File: config.mk
export PLATFORM = sky130hd
export DESIGN_NAME = hilo_div_unit_flat
export DESIGN_NICKNAME = d
export VERILOG_FILES = /design/src/rtl/hilo_div_unit_if.sv /design/src/rtl/hilo_div_unit.sv /design/src/flat_wrapper.sv
export SDC_FILE = /design/constraint.sdc
export NUM_CORES = 1
export LEC_CHECK = 0
export BUFFER_PORTS_ARGS = -buffer_cell sky130_fd_sc_hd__buf_4
export CAP_MARGIN = 20
export CORE_ASPECT_RATIO = 1.5
export CORE_MARGIN = 10
export CORE_UTILIZATION = 35
export CTS_CLUSTER_DIAMETER = 150
export CTS_CLUSTER_SIZE = 30
export DETAILED_ROUTE_END_ITERATION = 16
export PLACE_DENSITY_LB_ADDON = 0.2
export REMOVE_ABC_BUFFERS = 1
export SETUP_SLACK_MARGIN = 0.2
export SLEW_MARGIN = 25
export SYNTH_ARGS = -nofsm -noshare
export SYNTH_HDL_FRONTEND = slang
export SYNTH_SLANG_ARGS = --single-unit
File: constraint.sdc
create_clock -name clk -period 10.53 [get_ports clk]
set_input_delay 0.5265 -clock clk [delete_from_list [all_inputs] [get_ports clk]]
set_output_delay 0.5265 -clock clk [all_outputs]
set_load 0.01 [all_outputs]
File: src/rtl/hilo_div_unit_if.sv
// Execute-stage HI/LO bus: operation request from EX, stall/done and HI/LO back to the pipeline.
interface hilo_div_unit_if;
    logic        op_valid;
    logic [2:0]  hilo_op;
    logic [31:0] alu_y;
    logic [31:0] alu_y_lo;
    logic [31:0] src_a;
    logic [31:0] src_b;
    logic        flush;
    logic        stall;
    logic        div_done;
    logic [31:0] hi;
    logic [31:0] lo;

    modport slave (
        input  op_valid, hilo_op, alu_y, alu_y_lo, src_a, src_b, flush,
        output stall, div_done, hi, lo
    );

    modport master (
        output op_valid, hilo_op, alu_y, alu_y_lo, src_a, src_b, flush,
        input  stall, div_done, hi, lo
    );
endinterface

File: src/rtl/hilo_div_unit.sv
// HI/LO register block with MULT capture, MTHI/MTLO and a 32-step restoring DIV/DIVU.
// Optional HILO_BYPASS_EN forwards same-cycle HI/LO writes combinationally to hi/lo.
//
// state  | meaning
// S_IDLE | accept MULT/MTHI/MTLO writes or start a division
// S_RUN  | one restoring step per cycle, pipeline stalled
// S_DONE | result committed, div_done pulse, back to idle
module hilo_div_unit #(
    parameter logic [31:0] ZERO_DIV_QUOT = 32'hFFFF_FFFF
) (
    input logic             clk,
    input logic             rst_n,
    hilo_div_unit_if.slave  bus
);
    typedef enum logic [1:0] {S_IDLE, S_RUN, S_DONE} state_t;

    localparam logic [2:0] OP_MULT = 3'b001;
    localparam logic [2:0] OP_DIV  = 3'b010;
    localparam logic [2:0] OP_DIVU = 3'b011;
    localparam logic [2:0] OP_MTHI = 3'b100;
    localparam logic [2:0] OP_MTLO = 3'b101;

    state_t      state_q, state_d;
    logic [31:0] hi_q, hi_d;
    logic [31:0] lo_q, lo_d;
    logic [31:0] rem_q, rem_d;
    logic [31:0] quo_q, quo_d;
    logic [31:0] dvsr_q, dvsr_d;
    logic        qneg_q, qneg_d;
    logic        rneg_q, rneg_d;
    logic [4:0]  cnt_q, cnt_d;

    logic        stall_o;
    logic        done_o;
    logic [32:0] rem_sh;
    logic [32:0] trial;
    logic [31:0] rem_nx;
    logic [31:0] quo_nx;
    logic        is_signed;
    logic        a_neg;
    logic        b_neg;
    logic [31:0] a_mag;
    logic [31:0] b_mag;
    logic        idle_wr;

    always_ff @(posedge clk or negedge rst_n) begin
        if (!rst_n) begin
            state_q <= S_IDLE;
            hi_q    <= '0;
            lo_q    <= '0;
            rem_q   <= '0;
            quo_q   <= '0;
            dvsr_q  <= '0;
            qneg_q  <= 1'b0;
            rneg_q  <= 1'b0;
            cnt_q   <= '0;
        end else begin
            state_q <= state_d;
            hi_q    <= hi_d;
            lo_q    <= lo_d;
            rem_q   <= rem_d;
            quo_q   <= quo_d;
            dvsr_q  <= dvsr_d;
            qneg_q  <= qneg_d;
            rneg_q  <= rneg_d;
            cnt_q   <= cnt_d;
        end
    end

    // Partial remainder needs 33 bits after the shift; trial[32] set means the subtract borrowed.
    always_comb begin
        rem_sh    = {rem_q, quo_q[31]};
        trial     = rem_sh - {1'b0, dvsr_q};
        rem_nx    = trial[32] ? rem_sh[31:0] : trial[31:0];
        quo_nx    = {quo_q[30:0], ~trial[32]};
        is_signed = (bus.hilo_op == OP_DIV);
        a_neg     = is_signed & bus.src_a[31];
        b_neg     = is_signed & bus.src_b[31];
        a_mag     = a_neg ? (~bus.src_a + 32'd1) : bus.src_a;
        b_mag     = b_neg ? (~bus.src_b + 32'd1) : bus.src_b;
    end

    always_comb begin
        state_d = state_q;
        hi_d    = hi_q;
        lo_d    = lo_q;
        rem_d   = rem_q;
        quo_d   = quo_q;
        dvsr_d  = dvsr_q;
        qneg_d  = qneg_q;
        rneg_d  = rneg_q;
        cnt_d   = cnt_q;
        stall_o = 1'b0;
        done_o  = 1'b0;
        unique case (state_q)
            S_IDLE: begin
                if (bus.op_valid && !bus.flush) begin
                    case (bus.hilo_op)
                        OP_MULT: begin
                            hi_d = bus.alu_y;
                            lo_d = bus.alu_y_lo;
                        end
                        OP_MTHI: hi_d = bus.src_a;
                        OP_MTLO: lo_d = bus.src_a;
                        OP_DIV, OP_DIVU: begin
                            stall_o = 1'b1;
                            if (bus.src_b == 32'd0) begin
                                lo_d    = ZERO_DIV_QUOT;
                                hi_d    = bus.src_a;
                                state_d = S_DONE;
                            end else begin
                                rem_d   = '0;
                                quo_d   = a_mag;
                                dvsr_d  = b_mag;
                                qneg_d  = a_neg ^ b_neg;
                                rneg_d  = a_neg;
                                cnt_d   = 5'd31;
                                state_d = S_RUN;
                            end
                        end
                        default: ;
                    endcase
                end
            end
            S_RUN: begin
                stall_o = 1'b1;
                if (bus.flush) begin
                    state_d = S_IDLE;
                end else begin
                    rem_d = rem_nx;
                    quo_d = quo_nx;
                    cnt_d = cnt_q - 5'd1;
                    if (cnt_q == 5'd0) begin
                        lo_d    = qneg_q ? (~quo_nx + 32'd1) : quo_nx;
                        hi_d    = rneg_q ? (~rem_nx + 32'd1) : rem_nx;
                        state_d = S_DONE;
                    end
                end
            end
            S_DONE: begin
                done_o  = ~bus.flush;
                state_d = S_IDLE;
            end
            default: state_d = S_IDLE;
        endcase
    end

    assign idle_wr = (state_q == S_IDLE) && bus.op_valid && !bus.flush;

`ifdef HILO_BYPASS_EN
    always_comb begin
        bus.hi = hi_q;
        bus.lo = lo_q;
        if (idle_wr) begin
            if (bus.hilo_op == OP_MULT) begin
                bus.hi = bus.alu_y;
                bus.lo = bus.alu_y_lo;
            end else if (bus.hilo_op == OP_MTHI) begin
                bus.hi = bus.src_a;
            end else if (bus.hilo_op == OP_MTLO) begin
                bus.lo = bus.src_a;
            end
        end
    end
`else
    logic unused_idle_wr;
    assign unused_idle_wr = idle_wr;
    assign bus.hi = hi_q;
    assign bus.lo = lo_q;
`endif

    assign bus.stall    = stall_o;
    assign bus.div_done = done_o;
endmodule

File: src/flat_wrapper.sv
// flat-port wrapper written by rule: the top's interface ports become plain ports
module hilo_div_unit_flat 
#(
    parameter logic [31:0] ZERO_DIV_QUOT = 32'hFFFF_FFFF
)
  (clk, rst_n, bus_op_valid, bus_hilo_op, bus_alu_y, bus_alu_y_lo, bus_src_a, bus_src_b, bus_flush, bus_stall, bus_div_done, bus_hi, bus_lo);
  hilo_div_unit_if bus_i ();
  input logic clk;
  input logic rst_n;
  input wire logic [$bits(bus_i.op_valid)-1:0] bus_op_valid;
  input wire logic [$bits(bus_i.hilo_op)-1:0] bus_hilo_op;
  input wire logic [$bits(bus_i.alu_y)-1:0] bus_alu_y;
  input wire logic [$bits(bus_i.alu_y_lo)-1:0] bus_alu_y_lo;
  input wire logic [$bits(bus_i.src_a)-1:0] bus_src_a;
  input wire logic [$bits(bus_i.src_b)-1:0] bus_src_b;
  input wire logic [$bits(bus_i.flush)-1:0] bus_flush;
  output wire logic [$bits(bus_i.stall)-1:0] bus_stall;
  output wire logic [$bits(bus_i.div_done)-1:0] bus_div_done;
  output wire logic [$bits(bus_i.hi)-1:0] bus_hi;
  output wire logic [$bits(bus_i.lo)-1:0] bus_lo;
  assign bus_i.op_valid = bus_op_valid;
  assign bus_i.hilo_op = bus_hilo_op;
  assign bus_i.alu_y = bus_alu_y;
  assign bus_i.alu_y_lo = bus_alu_y_lo;
  assign bus_i.src_a = bus_src_a;
  assign bus_i.src_b = bus_src_b;
  assign bus_i.flush = bus_flush;
  assign bus_stall = bus_i.stall;
  assign bus_div_done = bus_i.div_done;
  assign bus_hi = bus_i.hi;
  assign bus_lo = bus_i.lo;
  hilo_div_unit #(.ZERO_DIV_QUOT(ZERO_DIV_QUOT)) u_core (.clk(clk), .rst_n(rst_n), .bus(bus_i));
endmodule
==> summary.md <==
• area share of the leading cell type in the synthesized netlist: 0.3068
• CTS Buf Count: 17
• floorplan row count: 89
• Max-slew headroom: 0.3084
• Crit-path slowest cell: or4_1
• Fin Setup TNS: 0 ns
• total of hold buffers inserted after clock tree synthesis: 0
• most common library cells after synthesis: nand2_1, o21ai_0, dfrtp_1
• clock slew seen by the registers of the worst setup and hold paths: 0.07 ns
• fin crit period: 5.127 ns
• total die area: 47880 sq um
• endpoint type of the worst setup path: flop
• die outline width: 182.0 microns
• global-route wire length before repair: 76530 microns
• share of flip-flops with an asynchronous set or reset: 1.000
• transition at the pin with the smallest max-transition slack: 1.034 ns
• WP data arrival: 5.45 ns
• path type of the worst setup path: reg -> reg
• final worst path period share: 0.4869
• startpoint kind of the worst setup timing path: flop
• post-route cell area: 16230 sq um
• biggest area contributors in the synthesized netlist: dfrtp_1, nand2_1, o21ai_0
• number of detailed-routing iterations run before antenna repair: 5
• routed via count: 13580
• number of sinks handled by clock tree synthesis: 169
• timing-limited maximum frequency: 195.0 MHz
• Synth-to-Final Area Change: 17.74%
• global-route usage over all layers: 0.1984
• via density per instance: 5.549
• path category of the worst min-delay check: in -> async
• biggest fanout along the worst timing path: 35
• routed wire length: 48930 microns
• I/O Buffers: 200
• Slew Viols, Final: 0
• Worst IR Drop VDD: 118.8 uV
• effective utilization at floorplan: 0.3526
• vertical die dimension: 263.0 microns
• Cell Pwr Density: 149.2 nW/um^2
• half-perimeter wire length of the detailed placement result: 37840 microns
• area post-placement: 15600 sq um
• source-to-sink clock delay at the later pin of the worst-skew pair: 0.47 ns
• most frequent cell after synthesis: nand2_1
• global route overflow: 0
• number of cells upsized or downsized after cts: 0
• Root Buffer: clkbuf_16
• antenna violations before repair: 0
• Post-Synthesis Cell Area: 13780 sq um
• Cell Chain, Critical Path: inv_1, ha_1, inv_1, fa_1, a211oi_2, o211ai_1, a32o_2, o21ai_2, and3b_1, nor2_4, inv_6, ha_1, nand2b_1, or4_1, or2_4, or3_4, o41ai_2, xnor2_1, a21oi_1, o21ai_1
• setup repair after global routing missed its margin: false
• number of H-tree branching levels: 4
• 1st-iter DRT viols: 906
• drt drc: 0
• total of warnings raised by yosys: 0
• final layout net count: 2109
• Top Family by Delay on Critical Path: simple AND/OR/NAND/NOR gates
• Main synth FF type: dfrtp_1
• placer's final routability congestion estimate: 0.9085
• count of different cell masters after synthesis: 101
• Final Hold Violating Endpoints: 0
• ANT nets after route: 0
• Filler cells: 4090
• number of antenna repair diodes: 0
• number of global-route vias before repair: 13520
• share of final-layout standard cells stronger than drive strength 1: 0.1684
• routed length per instance: 19.99 microns
• maximum buffer depth of the clock tree: 2
• TritonCTS clock tree: done
• share of synthesized area occupied by flip-flops and latches: 0.3068
• utilization after layout: 0.4152
• leakage power: 6.865 nW
• Floorplan Core Area: 39090 sq um
• EDFF count, synth: 0
• buffers inserted by post-CTS timing repair: 0
• count of pins on the block boundary: 201
• number of register bits inferred by synthesis: 169
• biggest area consumer among synthesized cells: dfrtp_1
• gate count of the mapped netlist: 1807
• result of the run: finished clean
• required time at the worst-slack endpoint: 10.86 ns
• setup clock skew after layout: 0.008618 ns
• count of buffering cells on the critical path with inverters included: 3
• Avg Inst Size Synth: 7.628 sq um
• Setup violations, final: 0
• max-cap viol count: 0
• slowest cell delay on critical path: 0.54 ns
• largest net degree at the start of global routing: 105
flip-flops by register name (all words and copies together), names as in the netlist:
register        flops
u_core.state_q      2
u_core.bus.lo      32
u_core.rneg_q       1
u_core.rem_q       32
u_core.qneg_q       1
u_core.cnt_q        5
u_core.quo_q       32
u_core.dvsr_q      32
u_core.bus.hi      32
stage by stage:
stage               power, mW  std cells  worst slack [ns]  hold slack (ns)
finish                  2.421       2448             5.403           0.1691
global route            2.569       2448             4.988           0.2568
CTS                     2.434       2447             5.381           0.2505
detailed placement      1.761       2415             5.403           0.4743
global placement        1.748       2414             5.475           0.4558
floorplan               1.390       1697             2.542           0.2309
cell families (layout without fill, tap and decap cells):
logic type	after synthesis	after routing	synth area share
simple gates	702	702	0.2428
fa+ha+maj	39	39	0.03595
mux	50	50	0.03667
xor+xnor	128	128	0.08134
compound gates	553	553	0.2428
buf+inv	166	307	0.05356
flops	169	169	0.3068
layout make-up:
type,count,area (sq um),area share
clock buffer,20,446.7,0.02752
clock inverter,12,148.9,0.009175
inverter,56,215.2,0.01326
multi-input combinational,1472,8872,0.5467
sequential,169,4229,0.2606
tap,500,625.6,0.03855
timing repair buffer,219,1690,0.1042
power breakdown:
group | switching, mW | internal (mW) | leakage [nW]
logic | 0.495 | 0.358 | 4.44
clock network | 0.295 | 0.378 | 0.282
registers | 0.115 | 0.781 | 2.14
total | 0.904 | 1.52 | 6.86
layout by cell type (no fill, tap or decap), types with 8 or more instances in the layout:
master	synthesis	final
o21a_1	12	12
nand3_1	28	28
ha_1	38	38
nand2b_1	13	13
inv_1	54	54
a31oi_1	8	8
mux2i_1	46	46
buf_4	3	216
o211ai_1	12	12
or3_1	22	22
o31ai_1	28	28
nor4_1	19	18
nand2_1	294	294
nor3_1	85	85
nand4_1	13	13
o21ai_0	204	203
o21ai_1	30	28
a211oi_1	9	9
clkbuf_16	0	17
nor2_1	137	136
o41ai_1	8	8
a21oi_1	164	163
xor2_1	49	49
or4_1	14	14
xnor2_1	79	79
or2_2	11	11
dfrtp_1	169	169
nor2b_1	10	8
path summary, 6_finish.rpt:
path	slack, ns	start	endpoint	cells after the start
min	0.17	rst_n	u_core.bus.lo[27]	1
max reg2reg	5.40	u_core.quo_q[31]	u_core.bus.lo[26]	20
max	5.40	u_core.quo_q[31]	u_core.bus.lo[26]	20
max in group asynchronous	8.85	rst_n	u_core.rem_q[4]	2
min reg2reg	0.48	u_core.dvsr_q[27]	u_core.dvsr_q[27]	2
min in group clk	0.35	bus_src_b[1]	u_core.dvsr_q[1]	3
per-layer routing:
layer | share of wire | global-route usage
met1 | 0.41 | 0.2292
met2 | 0.53 | 0.3655
met3 | 0.039 | 0.02375
met4 | 0.023 | 0.06899
met5 | 0 | 0
(Power assumes the default switching activity.)
